File: config.mk
export PLATFORM = sky130hd
export DESIGN_NAME = io_pad_stage
export DESIGN_NICKNAME = d
export VERILOG_FILES = /design/src/rtl/io_pad_stage.sv
export SDC_FILE = /design/constraint.sdc
export NUM_CORES = 1
export LEC_CHECK = 0
export CAP_MARGIN = 20
export CORE_MARGIN = 3
export CORE_UTILIZATION = 45
export CTS_CLUSTER_DIAMETER = 100
export CTS_CLUSTER_SIZE = 25
export DETAILED_ROUTE_END_ITERATION = 10
export MAX_ROUTING_LAYER = met4
export PLACE_DENSITY_LB_ADDON = 0.15
export SLEW_MARGIN = 20
export SYNTH_ARGS = -nofsm -noshare
export SYNTH_HDL_FRONTEND = slang
export SYNTH_SLANG_ARGS = --single-unit
File: constraint.sdc
create_clock -name wb_clk_i -period 19.8 [get_ports wb_clk_i]
set_input_delay 3.96 -clock wb_clk_i [delete_from_list [all_inputs] [get_ports wb_clk_i]]
set_output_delay 3.96 -clock wb_clk_i [all_outputs]
set_load 0.01 [all_outputs]
File: src/rtl/io_pad_stage.sv
// io_pad_stage: conditions Caravel user IO between the pads and the core.
// Inbound pins are synchronised into wb_clk_i (the low FILT_PINS pins are
// also glitch-filtered). Outbound data/enables are registered and held
// tristated for RELEASE_CYCLES cycles after reset.
module io_pad_stage #(
  parameter int NPINS          = 38,
  parameter int SYNC_STAGES    = 2,
  parameter int FILT_PINS      = 8,
  parameter int FILT_CYCLES    = 4,
  parameter int RELEASE_CYCLES = 16
) (
  input  logic                                         wb_clk_i,
  input  logic                                         wb_rst_i,
  input  logic [NPINS-1:0]                             pad_io_in,
  output logic [NPINS-1:0]                             core_io_in,
  input  logic [NPINS-1:0]                             core_io_out,
  input  logic [NPINS-1:0]                             core_io_oeb,
  output logic [NPINS-1:0]                             pad_io_out,
  output logic [NPINS-1:0]                             pad_io_oeb,
  output logic [((FILT_PINS > 0) ? FILT_PINS : 1)-1:0] filt_edge,
  output logic                                         released
);

  localparam int CW = $clog2(FILT_CYCLES + 1);
  localparam int RW = $clog2(RELEASE_CYCLES + 1);
  localparam logic [CW-1:0] FILT_LAST = CW'(FILT_CYCLES - 1);
  localparam logic [RW-1:0] REL_LAST  = RW'(RELEASE_CYCLES - 1);

  typedef enum logic {
    HOLD = 1'b0,
    RUN  = 1'b1
  } state_t;

  // ---------------------------------------------------------------------
  // Input synchroniser
  // ---------------------------------------------------------------------
  logic [NPINS-1:0] sync_q [SYNC_STAGES];
  logic [NPINS-1:0] synced;

  // Shift every pad through SYNC_STAGES flops; stage 0 is the only one
  // allowed to go metastable.
  always_ff @(posedge wb_clk_i or posedge wb_rst_i) begin
    if (wb_rst_i) begin
      // NOTE: the sync chain is flops, not RAM, so every entry is cleared
      // in the reset branch; a real memory array would be left unreset.
      for (int k = 0; k < SYNC_STAGES; k++) sync_q[k] <= '0;
    end else begin
      // NOTE: non-blocking assignments make each stage take the previous
      // stage's old value; blocking here would collapse the chain to one flop.
      sync_q[0] <= pad_io_in;
      for (int k = 1; k < SYNC_STAGES; k++) sync_q[k] <= sync_q[k-1];
    end
  end

  assign synced = sync_q[SYNC_STAGES-1];

  // ---------------------------------------------------------------------
  // Glitch filter on pins [FILT_PINS-1:0]
  // ---------------------------------------------------------------------
  generate
    if (FILT_PINS > 0) begin : g_filt
      logic [FILT_PINS-1:0] filt_val;
      logic [FILT_PINS-1:0] edge_val;

      for (genvar i = 0; i < FILT_PINS; i++) begin : g_pin
        logic [CW-1:0] cnt_q;
        logic          f_q;
        logic          edge_q;

        // Count consecutive cycles the synced value disagrees with the
        // filtered value; adopt it after FILT_CYCLES, restart on any bounce.
        always_ff @(posedge wb_clk_i or posedge wb_rst_i) begin
          if (wb_rst_i) begin
            cnt_q  <= '0;
            f_q    <= 1'b0;
            edge_q <= 1'b0;
          end else begin
            edge_q <= 1'b0;
            if (synced[i] == f_q) begin
              cnt_q <= '0;
            end else if (cnt_q == FILT_LAST) begin
              f_q    <= synced[i];
              cnt_q  <= '0;
              edge_q <= 1'b1;
            end else begin
              cnt_q <= cnt_q + CW'(1);
            end
          end
        end

        assign filt_val[i] = f_q;
        assign edge_val[i] = edge_q;
      end

      assign filt_edge = edge_val;
      if (FILT_PINS < NPINS) begin : g_mix
        assign core_io_in = {synced[NPINS-1:FILT_PINS], filt_val};
      end else begin : g_all
        assign core_io_in = filt_val;
      end
    end else begin : g_nofilt
      assign filt_edge  = 1'b0;
      assign core_io_in = synced;
    end
  endgenerate

  // ---------------------------------------------------------------------
  // Output release FSM
  // ---------------------------------------------------------------------
  state_t        state_q, state_d;
  logic [RW-1:0] rcnt_q, rcnt_d;

  // State and release-window counter registers.
  always_ff @(posedge wb_clk_i or posedge wb_rst_i) begin
    if (wb_rst_i) begin
      state_q <= HOLD;
      rcnt_q  <= '0;
    end else begin
      state_q <= state_d;
      rcnt_q  <= rcnt_d;
    end
  end

  // Count out the release window in HOLD, then move to RUN for good.
  always_comb begin
    // NOTE: defaults first so every path assigns both signals and no
    // latch is inferred.
    state_d = state_q;
    rcnt_d  = rcnt_q;
    unique case (state_q)
      HOLD: begin
        if (rcnt_q == REL_LAST) state_d = RUN;
        else                    rcnt_d  = rcnt_q + RW'(1);
      end
      RUN:     state_d = RUN;
      default: state_d = HOLD;
    endcase
  end

  // Register core outputs toward the pads; tristate everything until RUN.
  always_ff @(posedge wb_clk_i or posedge wb_rst_i) begin
    if (wb_rst_i) begin
      pad_io_out <= '0;
      pad_io_oeb <= '1;
    end else if (state_q == RUN) begin
      pad_io_out <= core_io_out;
      pad_io_oeb <= core_io_oeb;
    end else begin
      pad_io_out <= '0;
      pad_io_oeb <= '1;
    end
  end

  assign released = (state_q == RUN);

endmodule
* Word-level counts from Yosys, hierarchy flattened
Cells that the tools add are included.
** Word-level totals
- Latch bits :: 0
- Bits in writable memories :: 0
- Bits of input ports :: 116
- Flip-flop bits (word level) :: 198
- ROM bits :: 0
- Memories :: 0
- Output and inout bits :: 123
** Operators by class
- Multipliers :: 0
- Div/mod/pow operators :: 0
- $lt $le $gt $ge :: 0
- Shifts and indexed selects :: 0
- Reductions and logical operators :: 9
- Bitwise logic cells :: 10
- Eq/ne operators :: 17
- Multiplexer cells :: 36
- $add $sub $neg :: 9
** Operators by type and width (number)
- 2-to-1 mux 38 bit :: 2
- 2-to-1 mux 3 bit :: 16
- adder 3 x 1 -> 3 bit, second input constant :: 8
- equality test 3 x 2 -> 1 bit, second input constant :: 8
- AND reduction 2 bit :: 9
- 2-to-1 mux 1 bit :: 17
- NOT 1 bit :: 10
- equality test 1 bit :: 8
- adder 5 x 1 -> 5 bit, second input constant :: 1
- equality test 5 x 4 -> 1 bit, second input constant :: 1
- case mux 1 bit (2 select lines) :: 1

* Longest topological paths before layout
- Depth in word-level cells :: 3
- Gate-level depth with buffers :: 7

* Least setup slack after synthesis
OpenSTA, ideal clock, no wires.
- Path kind :: register to output
- From :: register pad_io_oeb[0]
- To :: output pad_io_oeb[0]
- Setup slack :: 15320 ps
- Stages on the path, launching flop included :: 1
- Arrival :: 520 ps
- Path through :: dfstp_2
** RTL lines
- start: declaration :: RTL line 19 : output logic [NPINS-1:0] pad_io_oeb,
- start signal: assignment :: RTL line 147 : pad_io_oeb <= core_io_oeb;
No word-level cell between the ends.

==> key figures <==
Power and ir drop
  • Tot Pwr: 0.932 mW
  • Leakage: approximately 4.0 nW
  • Clk pwr share: 0.346
  • Combinational Power Share: 0.154
  • PwrDens: around 100 nW/um^2
  • Internal cell power: roughly 0.71 mW
  • Sequential group share of total power: 0.500
  • VDD IR-drop max: approximately 0.048 mV
  • Sw Pwr: ~0.22 mW
  • Switching portion of total power: 0.237

Synthesis
  • Mapped Avg Cell Area: about 16 um^2
  • Net Count, Synth: 533
  • Post-synthesis xor/xnor area fraction: 0.0148
  • Post-synth EDFFs: 0
  • Synth Flop Type: dfrtp_1
  • Post-synth top cells: dfrtp_1, buf_4, and2_1, dfstp_2, nand2b_1
  • Mux cell area share after synthesis: 0.0156
  • Synth top area share: 0.616
  • Syn Inst Count: ~410
  • Count leader, synth: dfrtp_1
  • YS warnings: 0
  • Area leader, netlist: dfrtp_1
  • Main area contributors after synthesis: dfrtp_1, dfstp_2, buf_4
  • Distinct cells, synth: 22
  • #FFs+latches synth: 198
  • Largest family of logic cells by synthesized area: simple AND/OR/NAND/NOR gates
  • Compound-Gate Fraction of Synth Area: 0.000771
  • Simple-Gate Fraction of Synth Area: 0.118
  • Sequential share of the synthesized area: 0.770
  • FFs w/ async S/R, synth: 1.00
  • Adder-cell share of the synthesized area: 0.0193
  • Synthesized cell area: 6490 um^2

Clock network
  • H-tree depth: 4
  • Skew-Pair Late Insertion Delay: around 0.42 ns
  • Post-CTS Setup Repair Bufs: 0
  • Clock Sinks: 198
  • Reg clk slew, reported paths: 0.07 ns
  • CTS Hold Buffers Added: 0
  • Clk buf depth: 2
  • CTS tree: yes
  • PostCTS Resize Cnt: 0
  • Clk root buf: clkbuf_16
  • CTS buffer count: 17

Setup path
  • Crit path launch: wb_rst_i
  • CP arrival: about 6 ns
  • Slowest CP cell: buf_4
  • Req. time, crit path: 20.21 ns
  • CP top delay family: buffers and inverters
  • Reg-to-reg setup timing slack: roughly 18 ns
  • Critical Path Sink Type: asynchronous set/reset pin
  • CP max FO: approximately 120
  • Startpoint Class: primary input
  • Critical path cell sequence: clkdlybuf4s50_1, inv_8, buf_4
  • Crit path largest cell delay: ~0.88 ns
  • Crit Path Class: primary input to asynchronous set/reset pin
  • Worst r2r src: rcnt_q[0]
  • CP Buf/Inv Count: 3

Finish
  • Diode count: 0
  • FF+latch area: 5000 um^2
  • Multi-input combinational cell area: 1090 um^2
  • Layout area overhead: 43.3%
  • Nets: about 740
  • Fill cell count: between 1,000 and 1,500
  • Share of layout cells above drive strength 1: 0.133

Timing
  • Tightest Pin Transition: approximately 0.96 ns
  • RSZ-0062 raised after global routing: no
  • Setup_tns: 0 ns
  • WHS: ~0.35 ns
  • PnR worst setup slack: 14.25 ns
  • Setup violators final: 0
  • Tcrit/Tclk final: 0.281
  • Post-layout min period: ~5.6 ns
  • Fmax: approximately 0.18 GHz
  • Final hold vios: 0
  • Slew HR: 0.360
  • Pins Over Slew Limit: 0
  • Final Skew: about 0.0050 ns

GRT
  • Vias in the first global route: roughly 4,000
  • First-pass GRT wire length: between 20,000 and 25,000 um
  • Largest net degree at the start of global routing: 117
  • Gr usage total: 0.171
  • Gr ovfl total: 0
  • Antenna violations before repair: 0

Placed design
  • IO Port Bufs: 238
  • Routability Congestion: between 0.7 and 0.8
  • Place WS: 13.68 ns
  • Post-detail-place hpwl: between 9000 and 10,000 um

Die
  • Initial Util: 0.464
  • Die Width: 126 um
  • Die H: ~130 um
  • FP Rows: 43
  • Placeable Area: 14,000 um^2
  • # IOs: roughly 240
  • Full die area: roughly 16,000 um^2

Route
  • 1st-pass router iterations: 4
  • Via count: 3,526
  • Antenna Nets Post-Route: 0
  • 1st-iter DRT viols: around 180
  • Routed wire length: approximately 12,000 um
  • Routed wire per std cell: approximately 15 um
  • DRC: 0
  • Avg Vias per Cell: 4.38

Hold path
  • Min-Delay Startpoint: sync_q[51]
  • HP Class: flop to flop

Outcome
  • Status: finished, final reports clean

Flow run
  • Max-Cap Viols: 0
kinds of logic (layout without fill, tap and decap cells):
family,count (synthesis),in the layout
multiplexers,9,9
XOR/XNOR,11,11
flip-flops,198,198
buffers and inverters,57,275
adder cells (fa/ha/maj),10,10
AO/OA/AOI/OAI,1,1
AND/OR/NAND/NOR,121,121
metal layers:
metal / up-vias / routed length [um] / GRT usage
li1: 1644 / - / -
met1: 1700 / 4550 / 0.183
met2: 157 / 6240 / 0.271
met3: 25 / 1290 / 0.0840
met4: 0 / 343 / 0.0763
met5: - / 0 / -
path summary, 6_finish.rpt:
kind	to	cells past startpoint
min in group asynchronous	synced[3]	2
setup / recovery	g_filt.g_pin[5].cnt_q[2]	3
hold / removal	synced[13]	0
max in group wb_clk_i	pad_io_oeb[12]	1
setup reg to reg	rcnt_q[1]	5
hold reg to reg	synced[13]	0
flip-flops by register name, indices dropped and copies added (netlist names):
name / flops
g_filt.g_pin.edge_q: 8
released: 1
rcnt_q: 5
sync_q: 38
pad_io_out: 38
synced: 38
g_filt.g_pin.cnt_q: 24
g_filt.g_pin.f_q: 8
pad_io_oeb: 38
through the flow:
stage,utilization,std cells,area [um^2]
after floorplan,-,407,6490
after global placement,0.625,773,8740
after detailed placement,0.625,773,8740
after CTS,0.665,805,9310
after global routing,0.665,805,9310
final,0.665,805,9310
cell usage in the layout (no fill, tap or decap), drive strengths merged:
| master | count |
|---|---|
| bufinv | 1 |
| ha | 10 |
| and3 | 1 |
| clkdlybuf4s50 | 238 |
| o21ai | 1 |
| nor2b | 10 |
| nand2 | 2 |
| inv | 5 |
| xnor2 | 11 |
| nand4 | 1 |
| dfstp | 38 |
| nor3b | 15 |
| clkinv | 8 |
| nor3 | 8 |
| and2b | 7 |
| dfrtp | 160 |
| and2 | 38 |
| nand2b | 38 |
| clkinvlp | 3 |
| buf | 2 |
| clkbuf | 18 |
| mux2 | 9 |
| nor2 | 1 |
power groups by stage:
stage	logic [mW]	registers, mW	clock network, mW
after CTS	0.148	0.467	0.334
after global routing	0.157	0.471	0.351
after detailed placement	0.147	0.474	0
after global placement	0.141	0.470	0
after floorplan	0.0811	0.473	0
final	0.144	0.466	0.323
final cells by class:
class,count,share of cell area
sequential,198,0.538
timing repair buffer,240,0.258
multi-input combinational,152,0.118
clock buffer,18,0.0472
tap,180,0.0242
clock inverter,14,0.0138
inverter,3,0.00202
Power figures use the tool's default switching activity.
